==> src/rtl/tim_fifo_ctrl.sv <==
// FIFO controller around a single-port 16x8 RAM with registered read data.
// Prefetch reads take the port ahead of writes and feed a one-word output register.
module tim_fifo_ctrl #(
  parameter int DW = 8,
  parameter int AW = 4
) (
  input  logic          clk,
  input  logic          rst_n,
  input  logic          in_valid,
  input  logic [DW-1:0] in_data,
  output logic          in_ready,
  output logic          out_valid,
  output logic [DW-1:0] out_data,
  input  logic          out_ready,
  output logic          ram_e,
  output logic          ram_we,
  output logic [AW-1:0] ram_addr,
  output logic [DW-1:0] ram_di,
  input  logic [DW-1:0] ram_do,
  output logic [AW:0]   count,
  output logic          full,
  output logic          empty
);

  localparam logic [AW:0] FULL_CNT = {1'b1, {AW{1'b0}}};

  logic [AW-1:0] wr_ptr_q, wr_ptr_d;
  logic [AW-1:0] rd_ptr_q, rd_ptr_d;
  logic [AW:0]   count_q, count_d;
  logic          rd_pend_q, rd_pend_d;
  logic          out_valid_q, out_valid_d;
  logic [DW-1:0] out_data_q, out_data_d;

  logic rd_go;
  logic wr_go;
  logic full_w;

  always_comb begin
    full_w = (count_q == FULL_CNT);
    // Only issue a read when the output register is guaranteed free at capture.
    rd_go  = (count_q != '0) && !rd_pend_q && (!out_valid_q || out_ready);
    wr_go  = in_valid && !full_w && !rd_go;
  end

  always_comb begin
    wr_ptr_d    = wr_ptr_q;
    rd_ptr_d    = rd_ptr_q;
    count_d     = count_q;
    rd_pend_d   = rd_go;
    out_valid_d = out_valid_q && !out_ready;
    out_data_d  = out_data_q;

    if (rd_go) begin
      rd_ptr_d = rd_ptr_q + AW'(1);
      count_d  = count_q - (AW+1)'(1);
    end else if (wr_go) begin
      wr_ptr_d = wr_ptr_q + AW'(1);
      count_d  = count_q + (AW+1)'(1);
    end

    // Capture wins over a pop on the same edge.
    if (rd_pend_q) begin
      out_valid_d = 1'b1;
      out_data_d  = ram_do;
    end
  end

  always_ff @(posedge clk or negedge rst_n) begin
    if (!rst_n) begin
      wr_ptr_q    <= '0;
      rd_ptr_q    <= '0;
      count_q     <= '0;
      rd_pend_q   <= 1'b0;
      out_valid_q <= 1'b0;
      out_data_q  <= '0;
    end else begin
      wr_ptr_q    <= wr_ptr_d;
      rd_ptr_q    <= rd_ptr_d;
      count_q     <= count_d;
      rd_pend_q   <= rd_pend_d;
      out_valid_q <= out_valid_d;
      out_data_q  <= out_data_d;
    end
  end

  always_comb begin
    ram_e     = rst_n && (rd_go || wr_go);
    ram_we    = rst_n && wr_go;
    ram_addr  = rd_go ? rd_ptr_q : wr_ptr_q;
    ram_di    = in_data;
    in_ready  = !full_w && !rd_go;
    out_valid = out_valid_q;
    out_data  = out_data_q;
    count     = count_q;
    full      = full_w;
    empty     = (count_q == '0) && !out_valid_q;
  end

endmodule

==> config.mk <==
export PLATFORM = sky130hd
export DESIGN_NAME = tim_fifo_ctrl
export DESIGN_NICKNAME = d
export VERILOG_FILES = /design/src/rtl/tim_fifo_ctrl.sv
export SDC_FILE = /design/constraint.sdc
export NUM_CORES = 1
export LEC_CHECK = 0
export CORE_UTILIZATION = 43
export CTS_BUF_LIST = sky130_fd_sc_hd__clkbuf_2
export DETAILED_ROUTE_END_ITERATION = 8
export PLACE_DENSITY = 0.8
export SETUP_SLACK_MARGIN = 0.2
export SYNTH_ARGS = -nofsm -noshare
export SYNTH_HDL_FRONTEND = slang
export SYNTH_SLANG_ARGS = --single-unit
export TNS_END_PERCENT = 10
==> constraint.sdc <==
create_clock -name clk -period 3.5 [get_ports clk]
set_clock_uncertainty 0.1 [all_clocks]
set_input_delay 0.35 -clock clk [delete_from_list [all_inputs] [get_ports clk]]
set_output_delay 0.35 -clock clk [all_outputs]
set_load 0.005 [all_outputs]
---- After elaboration in Yosys (flattened, before gate mapping) ----
Cells that the tools add are included.
word-level totals
  input bits .............................. 20
  register bits after elaboration ......... 23
  output and inout port bits .............. 31
  logic and storage cells ................. 36
operators by class
  muxes and demuxes ....................... 4
  equality and inequality tests ........... 1
  reductions and logical operators ........ 20
  $add $sub $neg .......................... 4
  bitwise logic cells ..................... 1
operators by type and width
  cell                                                                number
  5-bit 2-to-1 mux                                                    2
  1-bit logical AND                                                   9
  4-bit by 1-bit adder with 4-bit output, second input constant       2
  5-bit by 1-bit adder with 5-bit output, second input constant       1
  5-bit == test, second input constant                                1
  1-bit zero test                                                     5
  5-bit zero test                                                     1
  5-bit nonzero test                                                  1
  5-bit by 1-bit subtractor with 5-bit output, second input constant  1
  4-bit 2-to-1 mux                                                    1
  1-bit logical OR                                                    2
  2-bit AND reduction                                                 1
  2-bit nonzero test                                                  1
  1-bit 2-to-1 mux                                                    1
  1-bit NOT                                                           1

---- Logic depth before layout (Yosys ltp) ----
  word-level depth ........................ 7
  mapped depth ............................ 9
  mapped depth without buffers ............ 9

---- Worst setup path after synthesis ----
Ideal clock, no wire load.
  kind .................................... register -> register
  start ................................... register count_q[1], in the netlist count[1]
  end ..................................... register count_q[4], in the netlist count[4]
  path slack .............................. 956 ps
  library setup time ...................... 125 ps
  buffers on the path ..................... 1
  arrival ................................. 2318 ps
  period minus slack after synthesis ...... 2544 ps
  required time ........................... 3275 ps
  cell stages (with the launch flop) ...... 10
  cell sequence ........................... dfrtp_1 -> nor4_4 -> a211oi_2 -> buf_4 -> mux2_2 -> ha_1 -> or2_2 -> a211oi_1 -> o31ai_2 -> xnor2_1
on the way
  cells in the longest elaborated chain, start to end .. 6
  elaborated cells between the ends (all ways) .. 13
  classes of those cells .................. 2 x add/sub; 1 x eq/ne; 2 x mux; 8 x reduce/logical
ends and longest elaborated chain
  item                                 RTL line  text
  start, declared                      29        logic [AW:0] count_q, count_d;
  start signal, assigned               79        count_q <= count_d;
  5-bit nonzero test *                 41        rd_go = (count_q != '0) && !rd_pend_q && (!out_valid_q || out_ready);
  1-bit logical AND * (2 in series)    41
  net rd_go                            34        logic rd_go;
  1-bit zero test                      42        wr_go = in_valid && !full_w && !rd_go;
  1-bit logical AND                    42
  2-bit nonzero test (no source line)  n/a
The timed path passes the listed nets; every way through them passes the cells marked *. The select of a mux whose other input is x is not followed.
A chain may end at the register's enable or synchronous reset.

---- Worst setup path after layout ----
  start ................................... register count_q[1], in the netlist count[1]
  end ..................................... output port ram_addr[3]
on the way
  cells in the longest elaborated chain, start to end .. 4
ends and longest elaborated chain
  item                             RTL line  text
  5-bit nonzero test               41
  1-bit logical AND (2 in series)  41
  4-bit 2-to-1 mux                 89        ram_addr = rd_go ? rd_ptr_q : wr_ptr_q;
  end, declared                    17        output logic [AW-1:0] ram_addr,
Every way passes these cells.

==> results.sh <==
export IMPL_status="completed"
export IMPL_postCtsSetupRepairBufs=0
export IMPL_area_delta_synth_final_pct=28.89
export IMPL_reg2reg_from="count[1]"
export IMPL_h_tree_depth=1
export IMPL_hp_class="primary input to asynchronous set/reset pin"
export IMPL_antenna_left=0
export IMPL_post_synth_num_cell_types=28
export IMPL_ir_worst_vdd_mv=0.5731
export IMPL_worstSkewPairLatency_ns=0.33
export IMPL_place_congestion=0.8108
export IMPL_layout_drive_gt1_share_pct=22.05
export IMPL_wl_per_cell_um=14.54
export IMPL_synth_ff_latch_count=23
export IMPL_slew_viol_final=0
export IMPL_synth_top_family_by_area="multiplexers"
export IMPL_drt_iter0_markers=20
export IMPL_drt_wl_total_um=2283
export IMPL_fmax_mhz=336.5
export IMPL_syn_area_um2=1182
export IMPL_r2r_slack_ns=0.79
export IMPL_synth_compound_area_share_pct=7.407
export IMPL_cp_arrival_ns=2.52
export IMPL_ctsLongestPathBuffers=2
export IMPL_syn_num_nets=121
export IMPL_wl_met1_um=962
export IMPL_pre_cts_ws_ns=0.6757
export IMPL_clockRootBuffer="clkbuf_2"
export IMPL_grt_pass1_wl_um=3891
export IMPL_drc_errors=0
export IMPL_synth_adder_area_share_pct=4.233
export IMPL_synthDominantCellAreaShare_pct=48.68
export IMPL_die_area_um2=2963
export IMPL_post_route_util_pct=59.88
export IMPL_dr_max_layer_used="met4"
export IMPL_final_hold_viol_count=0
export IMPL_die_w_um=54.44
export IMPL_initial_utilization_pct=46.46
export IMPL_seq_area_frac_synth_pct=48.68
export IMPL_grt_max_degree=17
export IMPL_cts_sinks=23
export IMPL_critPathMaxFanout=9
export IMPL_hold_buffers=0
export IMPL_tightest_slew_ns=0.7221
export IMPL_leakagePower_nw=0.6298
export IMPL_diodes=0
export IMPL_mostFrequentLayoutCells="34 x clkdlybuf4s50_1, 23 x dfrtp_1, 15 x mux2_2, 7 x xnor2_1"
export IMPL_cts_buffers=3
export IMPL_io_pins=51
export IMPL_synthSimpleGateAreaFrac_pct=9.735
export IMPL_grt_overflow_total=0
export IMPL_dp_hpwl_um=1742
export IMPL_wl_met3_um=130
export IMPL_relSlewSlack_pct=51.77
export IMPL_cts_resized=0
export IMPL_drt_pass1_iterations=5
export IMPL_synthXorXnorAreaFrac_pct=7.407
export IMPL_path_clk_slew_ns=0.22
export IMPL_final_common_cell="clkdlybuf4s50_1"
export IMPL_powerDensity_nw_per_um2=999.3
export IMPL_yosys_top_cells_area="dfrtp_1 49%, mux2_2 14%, buf_4 5.7%, xnor2_1 5.2%, ha_1 4.2%"
export IMPL_final_setup_worst_slack_ns=0.5280
export IMPL_synth_top_area_cell="dfrtp_1"
export IMPL_r2r_cells=8
export IMPL_setup_tns_ns=0
export IMPL_wl_met2_um=1144
export IMPL_timing_rr_end="count[4]"
export IMPL_synth_warnings=0
export IMPL_finalInstanceArea_um2=1524
export IMPL_max_cap_violations=0
export IMPL_finalSetupViolations=0
export IMPL_final_min_clock_period_ns=2.972
export IMPL_grt_total_usage_pct=18.76
export IMPL_rsz0062_at_grt="false"
export IMPL_finalCritPeriodShare_pct=84.91
export IMPL_crit_path_end_kind="primary output"
export IMPL_num_vias=844
export IMPL_postPlaceCellArea_um2=1504
export IMPL_antenna_found_initial=0
export IMPL_grt_pass1_vias=868
export IMPL_syn_inst=97
export IMPL_via_per_inst=5.376
export IMPL_syn_area_per_cell_um2=12.19
export IMPL_finalNetCount=152
export IMPL_critPathKind="flop to primary output"
export IMPL_row_count=18
export IMPL_cts_tree="done"
export IMPL_hold_worst_slack_ns=0.1665
export IMPL_die_h_um=54.44
export IMPL_required_ns=3.05
export IMPL_io_buffers=34
export IMPL_muxShareOfSynthArea_pct=15.24
export IMPL_startpoint_type="flop"
export IMPL_core_um2=2545
==> power by group <==
part | switching, mW | internal (mW)
sequential | 0.163 | 0.408
clock | 0.0833 | 0.0259
combinational | 0.308 | 0.535
total | 0.554 | 0.969
==> synth_stat cells (all sizes together) <==
cell type / number
dfrtp: 23
mux2: 16
buf: 10
xnor2: 7
nand2: 5
nor2: 5
ha: 4
inv: 4
xor2: 3
a211oi: 2
a21oi: 2
and2: 2
nand4: 2
nor3: 2
o22ai: 2
a311o: 1
nor2b: 1
nor3b: 1
nor4: 1
o21ai: 1
o311a: 1
o31ai: 1
or2: 1
==> layer usage <==
metal | GRT usage [%] | vias up
li1 | - | 390
met1 | 21.73 | 410
met2 | 33.33 | 34
met3 | 3.889 | 10
met4 | 7.692 | 0
met5 | 0 | -
==> worst max path at each step <==
stage,startpoint,to,depth (start not counted)
floorplan,count[1],count[4],9
global placement,out_ready,ram_addr[0],5
detailed placement,out_ready,ram_e,6
CTS,count[1],ram_addr[3],4
global route,count[1],ram_e,5
finish,count[1],ram_addr[3],4
==> critical path: stages (launching register included) <==
cell	delay, ns
dfrtp_1	0.57
nor4_4	0.10
a211oi_2	0.66
mux2_2	0.41
clkdlybuf4s50_1	0.44
==> registers in the layout, summed over array words and instances, names as in the netlist <==
| signal | count |
|---|---|
| wr_ptr_q | 4 |
| count | 5 |
| out_data | 8 |
| rd_ptr_q | 4 |
| out_valid | 1 |
| rd_pend_q | 1 |
==> stage by stage <==
step,power (mW),std cells
floorplan,1.039,97
global placement,1.388,153
detailed placement,1.431,153
CTS,1.540,157
global route,1.652,157
finish,1.523,157
==> final cells by class <==
class / count / area [µm²]
repair buffers: 36 / 355.3
clock buffers: 3 / 15.01
fillers: 217 / 1021
well taps: 30 / 37.54
inverters: 4 / 15.01
multi-input cells: 60 / 520.5
flip-flops and latches: 23 / 575.6
clock inverters: 1 / 5.005
==> cell families (layout without fill, tap and decap cells) <==
kind of cell,count (synthesis),in the layout
AOI/OAI and AO/OA,10,10
xor gates and xnor gates,10,10
adders and majority gates,4,4
buffers and inverters,14,44
DFF,23,23
muxes,16,16
and+or+nand+nor,20,20
No activity file was read; power rests on OpenSTA's default activity.
